**src/rtl/systolic_result_deskew_if.sv**
```systemverilog
// rtl/systolic_result_deskew_if.sv - batch control, skewed column input and de-skewed word stream
interface systolic_result_deskew_if #(
    parameter int DEPTH = 4,
    parameter int PIX_W = 8,
    parameter int ROW_W = 8
);
    logic                   start;
    logic [ROW_W-1:0]       num_rows;
    logic [DEPTH*PIX_W-1:0] col_in;
    logic [DEPTH*PIX_W-1:0] out_data;
    logic                   out_valid;
    logic                   out_ready;
    logic                   busy;
    logic                   done;
    logic                   overflow;

    // Collector side: consumes the skewed columns, produces the word stream
    modport slave (
        input  start, num_rows, col_in, out_ready,
        output out_data, out_valid, busy, done, overflow
    );

    // Array / write-back side: issues batches, accepts words
    modport master (
        output start, num_rows, col_in, out_ready,
        input  out_data, out_valid, busy, done, overflow
    );
endinterface

```
**src/rtl/systolic_result_deskew.sv**
```systemverilog
// rtl/systolic_result_deskew.sv - de-skews bottom-row array results into row words and buffers them in a FWFT FIFO
module systolic_result_deskew #(
    parameter int DEPTH      = 4,
    parameter int PIX_W      = 8,
    parameter int LAT        = 4,
    parameter int FIFO_DEPTH = 8,
    parameter int ROW_W      = 8
) (
    input  logic                   clk,
    input  logic                   rst,
    systolic_result_deskew_if.slave bus
);
    localparam int WORD_W = DEPTH * PIX_W;
    localparam int AW     = $clog2(FIFO_DEPTH);
    localparam int K_W    = ROW_W + 2;
    localparam int WC_W   = $clog2(LAT + 1);

    typedef enum logic [1:0] {
        S_IDLE    = 2'd0,
        S_WAIT    = 2'd1,
        S_CAPTURE = 2'd2,
        S_DRAIN   = 2'd3
    } state_t;

    state_t           state_q, state_d;
    logic [ROW_W-1:0] rows_q, rows_d;
    logic [WC_W-1:0]  wait_q, wait_d;
    logic [K_W-1:0]   k_q, k_d;
    logic             done_q, done_d;
    logic             ovf_q, ovf_d;
    logic [AW:0]      wr_ptr_q, wr_ptr_d;
    logic [AW:0]      rd_ptr_q, rd_ptr_d;
    logic [WORD_W-1:0] mem_q [FIFO_DEPTH];
    logic [WORD_W-1:0] mem_d [FIFO_DEPTH];

    logic              cap_active;
    logic [K_W-1:0]    k_now;
    logic [K_W-1:0]    rows_ext;
    logic [WORD_W-1:0] aligned;
    logic              push_req;
    logic              push_ok;
    logic              pop;
    logic              fifo_empty;
    logic              fifo_full;

    // k counts edges since column 0 of row 0 was sampled; edge k=0 is the last WAIT edge
    assign cap_active = ((state_q == S_WAIT) && (wait_q == '0)) || (state_q == S_CAPTURE);
    assign k_now      = (state_q == S_CAPTURE) ? k_q : '0;
    assign rows_ext   = {2'b00, rows_q};

    // Column j is sampled only while it carries a real row, otherwise zero is loaded so
    // garbage or X on col_in never enters the delay lines.  Column j then waits DEPTH-1-j
    // more stages so every column of a row lands in the last stage on the same edge.
    for (genvar j = 0; j < DEPTH; j++) begin : g_col
        localparam int NST = DEPTH - j;
        logic [PIX_W-1:0] dly_q [NST];
        logic [PIX_W-1:0] dly_d [NST];
        logic             col_en;

        assign col_en = cap_active && (k_now >= K_W'(j)) && ((k_now - K_W'(j)) < rows_ext);

        // Sample stage plus shift of the per-column alignment line
        always_comb begin
            dly_d[0] = col_en ? bus.col_in[j*PIX_W +: PIX_W] : '0;
            for (int s = 1; s < NST; s++) begin
                dly_d[s] = dly_q[s-1];
            end
        end

        // Alignment line registers
        always_ff @(posedge clk) begin
            if (rst) begin
                for (int s = 0; s < NST; s++) begin
                    dly_q[s] <= '0;
                end
            end else begin
                dly_q <= dly_d;
            end
        end

        assign aligned[j*PIX_W +: PIX_W] = dly_q[NST-1];
    end

    // Row k-DEPTH sits fully aligned during capture edges k >= DEPTH
    assign push_req   = (state_q == S_CAPTURE) && (k_q >= K_W'(DEPTH));
    assign fifo_empty = (wr_ptr_q == rd_ptr_q);
    assign fifo_full  = (wr_ptr_q[AW] != rd_ptr_q[AW]) && (wr_ptr_q[AW-1:0] == rd_ptr_q[AW-1:0]);
    assign pop        = !fifo_empty && bus.out_ready;
    // A simultaneous pop frees the slot, so a push into a full FIFO still lands
    assign push_ok    = push_req && (!fifo_full || pop);

    // FIFO pointer, storage and overflow update
    always_comb begin
        wr_ptr_d = wr_ptr_q;
        rd_ptr_d = rd_ptr_q;
        mem_d    = mem_q;
        ovf_d    = ovf_q;
        if (push_ok) begin
            mem_d[wr_ptr_q[AW-1:0]] = aligned;
            wr_ptr_d = wr_ptr_q + 1'b1;
        end
        if (pop) begin
            rd_ptr_d = rd_ptr_q + 1'b1;
        end
        if (push_req && !push_ok) begin
            ovf_d = 1'b1;
        end
    end

    // Batch sequencing: wait out the array latency, capture, then drain the FIFO
    always_comb begin
        state_d = state_q;
        rows_d  = rows_q;
        wait_d  = wait_q;
        k_d     = k_q;
        done_d  = 1'b0;
        case (state_q)
            S_IDLE: begin
                if (bus.start) begin
                    rows_d = bus.num_rows;
                    k_d    = '0;
                    if (bus.num_rows == '0) begin
                        state_d = S_DRAIN;
                    end else begin
                        state_d = S_WAIT;
                        wait_d  = WC_W'(LAT - 1);
                    end
                end
            end
            S_WAIT: begin
                if (wait_q == '0) begin
                    state_d = S_CAPTURE;
                    k_d     = K_W'(1);
                end else begin
                    wait_d = wait_q - 1'b1;
                end
            end
            S_CAPTURE: begin
                if (k_q == rows_ext + K_W'(DEPTH - 1)) begin
                    state_d = S_DRAIN;
                end else begin
                    k_d = k_q + K_W'(1);
                end
            end
            S_DRAIN: begin
                if (fifo_empty) begin
                    state_d = S_IDLE;
                    done_d  = 1'b1;
                end
            end
            default: begin
                state_d = S_IDLE;
            end
        endcase
    end

    // Control and FIFO state registers; reset aborts the batch and discards the FIFO
    always_ff @(posedge clk) begin
        if (rst) begin
            state_q  <= S_IDLE;
            rows_q   <= '0;
            wait_q   <= '0;
            k_q      <= '0;
            done_q   <= 1'b0;
            ovf_q    <= 1'b0;
            wr_ptr_q <= '0;
            rd_ptr_q <= '0;
            for (int i = 0; i < FIFO_DEPTH; i++) begin
                mem_q[i] <= '0;
            end
        end else begin
            state_q  <= state_d;
            rows_q   <= rows_d;
            wait_q   <= wait_d;
            k_q      <= k_d;
            done_q   <= done_d;
            ovf_q    <= ovf_d;
            wr_ptr_q <= wr_ptr_d;
            rd_ptr_q <= rd_ptr_d;
            mem_q    <= mem_d;
        end
    end

    assign bus.out_valid = !fifo_empty;
    assign bus.out_data  = fifo_empty ? '0 : mem_q[rd_ptr_q[AW-1:0]];
    assign bus.busy      = (state_q != S_IDLE);
    assign bus.done      = done_q;
    assign bus.overflow  = ovf_q;
endmodule

```
**src/flat_wrapper.sv**
```systemverilog
// flat-port wrapper written by rule: the top's interface ports become plain ports
module systolic_result_deskew_flat 
#(
    parameter int DEPTH      = 4,
    parameter int PIX_W      = 8,
    parameter int LAT        = 4,
    parameter int FIFO_DEPTH = 8,
    parameter int ROW_W      = 8
)
  (clk, rst, bus_start, bus_num_rows, bus_col_in, bus_out_ready, bus_out_data, bus_out_valid, bus_busy, bus_done, bus_overflow);
  systolic_result_deskew_if #(.DEPTH(DEPTH), .PIX_W(PIX_W), .ROW_W(ROW_W)) bus_i ();
  input  logic clk;
  input  logic rst;
  input wire logic [$bits(bus_i.start)-1:0] bus_start;
  input wire logic [$bits(bus_i.num_rows)-1:0] bus_num_rows;
  input wire logic [$bits(bus_i.col_in)-1:0] bus_col_in;
  input wire logic [$bits(bus_i.out_ready)-1:0] bus_out_ready;
  output wire logic [$bits(bus_i.out_data)-1:0] bus_out_data;
  output wire logic [$bits(bus_i.out_valid)-1:0] bus_out_valid;
  output wire logic [$bits(bus_i.busy)-1:0] bus_busy;
  output wire logic [$bits(bus_i.done)-1:0] bus_done;
  output wire logic [$bits(bus_i.overflow)-1:0] bus_overflow;
  assign bus_i.start = bus_start;
  assign bus_i.num_rows = bus_num_rows;
  assign bus_i.col_in = bus_col_in;
  assign bus_i.out_ready = bus_out_ready;
  assign bus_out_data = bus_i.out_data;
  assign bus_out_valid = bus_i.out_valid;
  assign bus_busy = bus_i.busy;
  assign bus_done = bus_i.done;
  assign bus_overflow = bus_i.overflow;
  systolic_result_deskew #(.DEPTH(DEPTH), .PIX_W(PIX_W), .LAT(LAT), .FIFO_DEPTH(FIFO_DEPTH), .ROW_W(ROW_W)) u_core (.clk(clk), .rst(rst), .bus(bus_i));
endmodule
```
**config.mk**
```make
export PLATFORM = sky130hd
export DESIGN_NAME = systolic_result_deskew_flat
export DESIGN_NICKNAME = d
export VERILOG_FILES = /design/src/rtl/systolic_result_deskew_if.sv /design/src/rtl/systolic_result_deskew.sv /design/src/flat_wrapper.sv
export SDC_FILE = /design/constraint.sdc
export NUM_CORES = 1
export LEC_CHECK = 0
export ABC_AREA = 1
export ABC_CLOCK_PERIOD_IN_PS = 3700
export BUFFER_PORTS_ARGS = -buffer_cell sky130_fd_sc_hd__buf_2
export CELL_PAD_IN_SITES_DETAIL_PLACEMENT = 0
export CELL_PAD_IN_SITES_GLOBAL_PLACEMENT = 2
export CORE_ASPECT_RATIO = 1.75
export CORE_MARGIN = 1.5
export CORE_UTILIZATION = 36
export DETAILED_ROUTE_END_ITERATION = 10
export PLACE_DENSITY_LB_ADDON = 0.1
export SKIP_CTS_REPAIR_TIMING = 1
export SLEW_MARGIN = 15
export SYNTH_ARGS = -nofsm -noshare
export SYNTH_HDL_FRONTEND = slang
export SYNTH_SLANG_ARGS = --single-unit
```
**constraint.sdc**
```tcl
create_clock -name clk -period 3.7 [get_ports clk]
set_input_delay 0.74 -clock clk [delete_from_list [all_inputs] [get_ports clk]]
set_output_delay 0.74 -clock clk [all_outputs]
set_load 0.1 [all_outputs]
```
Word-level counts from Yosys, hierarchy flattened. Index checks and enable logic that the tools add are counted.

Add/subtract/negate cells: 8. $lt $le $gt $ge: 12. Equal/unequal tests: 14. Mux-type cells: 23. Bitwise logic cells: 7. Reductions and logical operators: 35.

Operators with widths (count): $bwmux W256 (1); $mux W32 (4); $bmux W32 S3 (1); $demux W32 S3 (1); $lt A10 B8 Y1 (4); $mux W10 (4); $pmux W10 S3 (1); $ge A10 B1 Y1 const B (2); $ge A10 B2 Y1 const B (2); $sub A10 B2 Y10 const B (2); $logic_and A1 B1 Y1 (15); $ne A2 B2 Y1 const B (6); $reduce_and A4 Y1 (3); $add A10 B1 Y10 const B (1); $eq A10 B10 Y1 (1); $ge A10 B3 Y1 const B (1); $mux W2 (5); $reduce_or A2 Y1 (5); $sub A10 B1 Y10 const B (1); $add A8 B2 Y9 const B (1); $mux W3 (3); $add A4 B1 Y4 const B (2); $ge A4 B4 Y1 const B (2); $logic_not A8 Y1 (1); other kinds (20) (30).

Flip-flop bits (word level): 369. Input bits: 44. Logic and storage cells: 125.

Logic depth before layout (Yosys ltp).
Word-level depth: 7. Depth in mapped cells: 18.

Least setup slack after synthesis. No wires, ideal clock.

Path type: reg-to-output. Start point: register u_core.wr_ptr_q[1]. End point: output port bus_out_data[23]. Data arrival time: 3.541 ns. Data required time: 2.960 ns. Slack: -0.581 ns. Stages on the path, launching flop included: 9. Cell sequence: dfxtp_1 buf_4 xnor2_1 nand3_1 nor2_1 clkinv_1 clkbuf_1 nand2_1 a31oi_1.

Longest elaborated chain between the ends: 2.

RTL lines: start, declared (RTL line systolic_result_deskew.sv:31) `logic [AW:0] wr_ptr_q, wr_ptr_d;`; start signal, assigned (RTL line systolic_result_deskew.sv:178) `wr_ptr_q <= wr_ptr_d;`; $eq A4 B4 Y1 (RTL line systolic_result_deskew.sv:86) `assign fifo_empty = (wr_ptr_q == rd_ptr_q);`; $mux W32 (RTL line systolic_result_deskew.sv:185) `assign bus.out_data = fifo_empty ? '0 : mem_q[rd_ptr_q[AW-1:0]];`; end, declared (RTL line flat_wrapper.sv:18) `output wire logic [$bits(bus_i.out_data)-1:0] bus_out_data;`.

No other way between the ends.

Worst setup path in the final report.
Start point: register u_core.rd_ptr_q[1]. End point: output port bus_out_data[31].

Longest elaborated chain between the ends: 5. Elaborated cells between the ends (all ways): 6. Classes of those cells: eq/ne: 1; mux: 4; bitwise: 1.

RTL lines: start, declared (RTL line systolic_result_deskew.sv:32) `logic [AW:0] rd_ptr_q, rd_ptr_d;`; start signal, assigned (RTL line systolic_result_deskew.sv:179) `rd_ptr_q <= rd_ptr_d;`; $not A3 Y4 (not written as such) (RTL line systolic_result_deskew.sv:185); $bmux W32 S3 (RTL line systolic_result_deskew.sv:185); $mux W32 (not written as such) (2 in series) (RTL line systolic_result_deskew.sv:185); $mux W32 * (RTL line systolic_result_deskew.sv:185).

Every way passes the cells marked *; elsewhere a longest branch is shown, timed or not. The select of a mux whose other input is x is not followed.

==> results_dict.tcl <==
set metrics [dict create \
    outcome "finished with violations" \
    violations "DRC" \
    postSynthCellCount 2265 \
    ios 80 \
    diodes 0 \
    cts_sinks 369 \
    required_ps 2960 \
    hold_violations 0 \
    postLayoutCellArea_um2 19100 \
    grt_pass1_vias 13700 \
    via_per_inst 4.94 \
    cts_buffers 38 \
    r2r_slack_ps 410 \
    path_class "flop to primary output" \
    fin_crit_sh 0.953 \
    ir_drop_mv 0.645 \
    routabilityCongestion 0.836 \
    ys_async_sr_fraction 0 \
    wl_per_cell_um 17.6 \
    holdPathEnd "u_core.g_col[1].dly_d[7]$_SDFF_PP0_" \
    slew_headroom 0.379 \
    synth_cell_types 43 \
    power_frac_clock 0.274 \
    ys_ff_latch 369 \
    start_util 0.365 \
    rsz0062_at_grt "no" \
    dpl.hpwl_mm 32.2 \
    whs_path_depth 2 \
    antenna_left 0 \
    drt_iter0_drc 730 \
    yosys.area.top_type "dfxtp_1" \
    path_cells "xnor2_1 > nand3_1 > nor2_1 > clkinv_1 > buf_4 > nand2_1 > a31oi_1 > buf_12" \
    critical_path.max_stage_delay_ps 680 \
    p_leak_nw 7.16 \
    holdCritStartpoint "u_core.g_col[1].dly_d[15]$_SDFF_PP0_" \
    dieWidth_um 166 \
    track_usage 0.211 \
    end_kind "primary output" \
    cts_tree "done" \
    r2r_start "u_core.state_q[0]$_SDFFE_PP0P_" \
    p_int_mw 8.44 \
    startpoint_type "flop" \
    syn_to_final_growth_pct 13.7 \
    cap_violations 0 \
    cp.arrival_ps 2790 \
    power_density_nw_per_um2 769 \
    min_path_type "flop to flop" \
    dpl-instance-area_um2 17800 \
    drv_slew 0 \
    regArea_um2 7390 \
    startpoint "u_core.rd_ptr_q[1]$_SDFFE_PP0P_" \
    core_area_um2 46100 \
    drc_errors 9 \
    worstMarginPinSlew_ps 928 \
    synthesis.area_um2 16800 \
    ys_top_cells_by_area "dfxtp_1 (44%), a21oi_1 (13%), inv_1 (9.0%), o21ai_0 (7.0%), o21ai_1 (5.0%)" \
    multi_input_area_um2 7050 \
    r2r_cells 14 \
    p_comb_frac 0.405 \
    htree_levels 2 \
    avgSynthCellArea_um2 7.42 \
    cts.reportedPaths.clkPinSlew_ps 60 \
    routed_wl_mm 50.9 \
    synth_edf_count 0 \
    overflow 0 \
    io_buffers 79 \
    via_count 14200 \
    fin_tns_setup_ps 0 \
    drive_gt1_frac 0.0969 \
    switchingPower_mw 6.26 \
    num_rows 104 \
    slowest_stage "dfxtp_2" \
    netlist.area_leader.share 0.440 \
    design.die.area_um2 48000 \
    min_period_ps 3530 \
    syn_nets 2350 \
    worst_clock_skew_ps 17.5 \
    firstDrtPassIters 8 \
    p_seq_frac 0.321 \
    clkLatencyLatePin_ps 540 \
    swShare 0.426 \
    max_freq_mhz 284 \
    r2r-end "u_core.g_col[3].dly_q[7]$_SDFF_PP0_" \
    final.fill_count 4872 \
    critPathMaxFanout 21 \
    fin_nets 2360 \
    seq_area_frac_synth 0.440 \
    grt_pass1_wl_mm 78.6 \
    clock-root-buffer "clkbuf_16" \
    grt_max_degree 90 \
    clk_path_buf_depth 3 \
    setup_viol 0 \
    die_y_um 289 \
    antenna_found_initial 0 \
    synth_ff_type "dfxtp_1" \
    ys_warn_count 0 \
]
-- through the flow --
step	setup WS, ps	instances	total power [mW]	util	hold slack (ps)
2_1_floorplan	169	2265	8.96	-	388
3_3_place_gp	450	2817	10.7	0.386	389
3_5_place_dp	416	2817	10.8	0.386	396
4_1_cts	49.8	2884	14.9	0.414	388
5_1_grt	30.1	2885	15.6	0.415	403
6_report	173	2885	14.7	0.415	391
-- critical path, delay by kind of cell (launching register included) --
family	cells	cell delay, ps
AO/OA/AOI/OAI	1	480
buffers and inverters	3	630
flip-flops	1	680
AND/OR/NAND/NOR	3	300
XOR/XNOR	1	120
-- synth_stat cells, types with 3 or more instances --
| cell | count |
|---|---|
| nand3_1 | 70 |
| o21ai_0 | 236 |
| o21ai_1 | 167 |
| buf_1 | 11 |
| a21oi_1 | 423 |
| nand2_2 | 9 |
| clkbuf_1 | 85 |
| xor2_1 | 17 |
| buf_2 | 7 |
| nor2_1 | 139 |
| nor3_1 | 9 |
| xnor2_1 | 6 |
| nand4_1 | 9 |
| a31oi_1 | 33 |
| inv_2 | 5 |
| inv_1 | 404 |
| ha_1 | 41 |
| buf_6 | 38 |
| buf_4 | 5 |
| nand4_4 | 6 |
| nand2_1 | 146 |
| o22ai_1 | 3 |
| dfxtp_1 | 369 |
| o221ai_1 | 3 |
-- kinds of logic (layout without fill, tap and decap cells) --
group / count (synthesis) / after routing / share of synthesized area
xor+xnor: 23 / 23 / 0.0120
fa+ha+maj: 41 / 41 / 0.0305
compound gates: 875 / 875 / 0.266
flops: 369 / 369 / 0.440
buf+inv: 558 / 595 / 0.144
simple gates: 399 / 399 / 0.108
-- power by group through the flow --
| stage | Sequential (mW) | Clock, mW | Combinational, mW |
|---|---|---|---|
| floorplan | 4.62 | 0 | 4.33 |
| global placement | 4.81 | 0 | 5.94 |
| detailed placement | 4.82 | 0 | 5.96 |
| CTS | 4.73 | 4.17 | 5.98 |
| global route | 4.76 | 4.33 | 6.51 |
| finish | 4.71 | 4.03 | 5.95 |
-- cell type report --
type | instances | area share
clock buffers | 56 | 0.0591
flip-flops and latches | 369 | 0.387
well taps | 583 | 0.0382
repair buffers | 118 | 0.0571
inverters | 410 | 0.0809
clock inverters | 11 | 0.00910
multi-input cells | 1338 | 0.369
-- per-layer routing --
| layer | part of all wire | track usage | vias up | routed length [um] |
|---|---|---|---|---|
| met5 | 0 | 0 | - | 0 |
| met4 | 0.036 | 0.0823 | 0 | 1820 |
| met3 | 0.033 | 0.0262 | 75 | 1660 |
| met2 | 0.52 | 0.409 | 239 | 26600 |
| met1 | 0.41 | 0.233 | 6493 | 20800 |
| li1 | - | - | 7437 | - |
-- cells in the final DEF (no fill, tap or decap), drive strengths merged --
cell and instances:
ha 41, a221oi 1, dfxtp 369, o21bai 1, nand4 16, o2111ai 1, a31oi 33, a211oi 1
nor3 9, nor2 142, buf 118, a21oi 423, xor2 17, clkinv 9, o21ai 405, nand3 72
or2 1, nand3b 1, a22oi 1, a211o 1, xnor2 6, o211ai 2, nand2 157, inv 408
clkbuf 56, o22ai 3, nor4 1, bufinv 4, o221ai 3
-- flip-flops by register name, summed over array words and instances, names as in the netlist --
name                 count
u_core.aligned          24
u_core.bus.done          1
u_core.bus.overflow      1
u_core.g_col.dly_d      48
u_core.g_col.dly_q       8
u_core.k_q              10
u_core.mem_q           256
u_core.rd_ptr_q          4
u_core.rows_q            8
u_core.state_q           2
u_core.wait_q            3
u_core.wr_ptr_q          4
-- worst max-delay path by stage --
stage | to | slack [ps] | cells past startpoint
2_1_floorplan | bus_out_data[0] | 170 | 5
3_3_place_gp | u_core.g_col[3].dly_q[4]$_SDFF_PP0_ | 450 | 14
3_5_place_dp | u_core.g_col[3].dly_q[7]$_SDFF_PP0_ | 420 | 14
4_1_cts | bus_out_data[22] | 50 | 8
5_1_grt | bus_out_data[31] | 30 | 8
6_report | bus_out_data[31] | 170 | 8
Note: power is estimated with default switching activity, not from simulation.
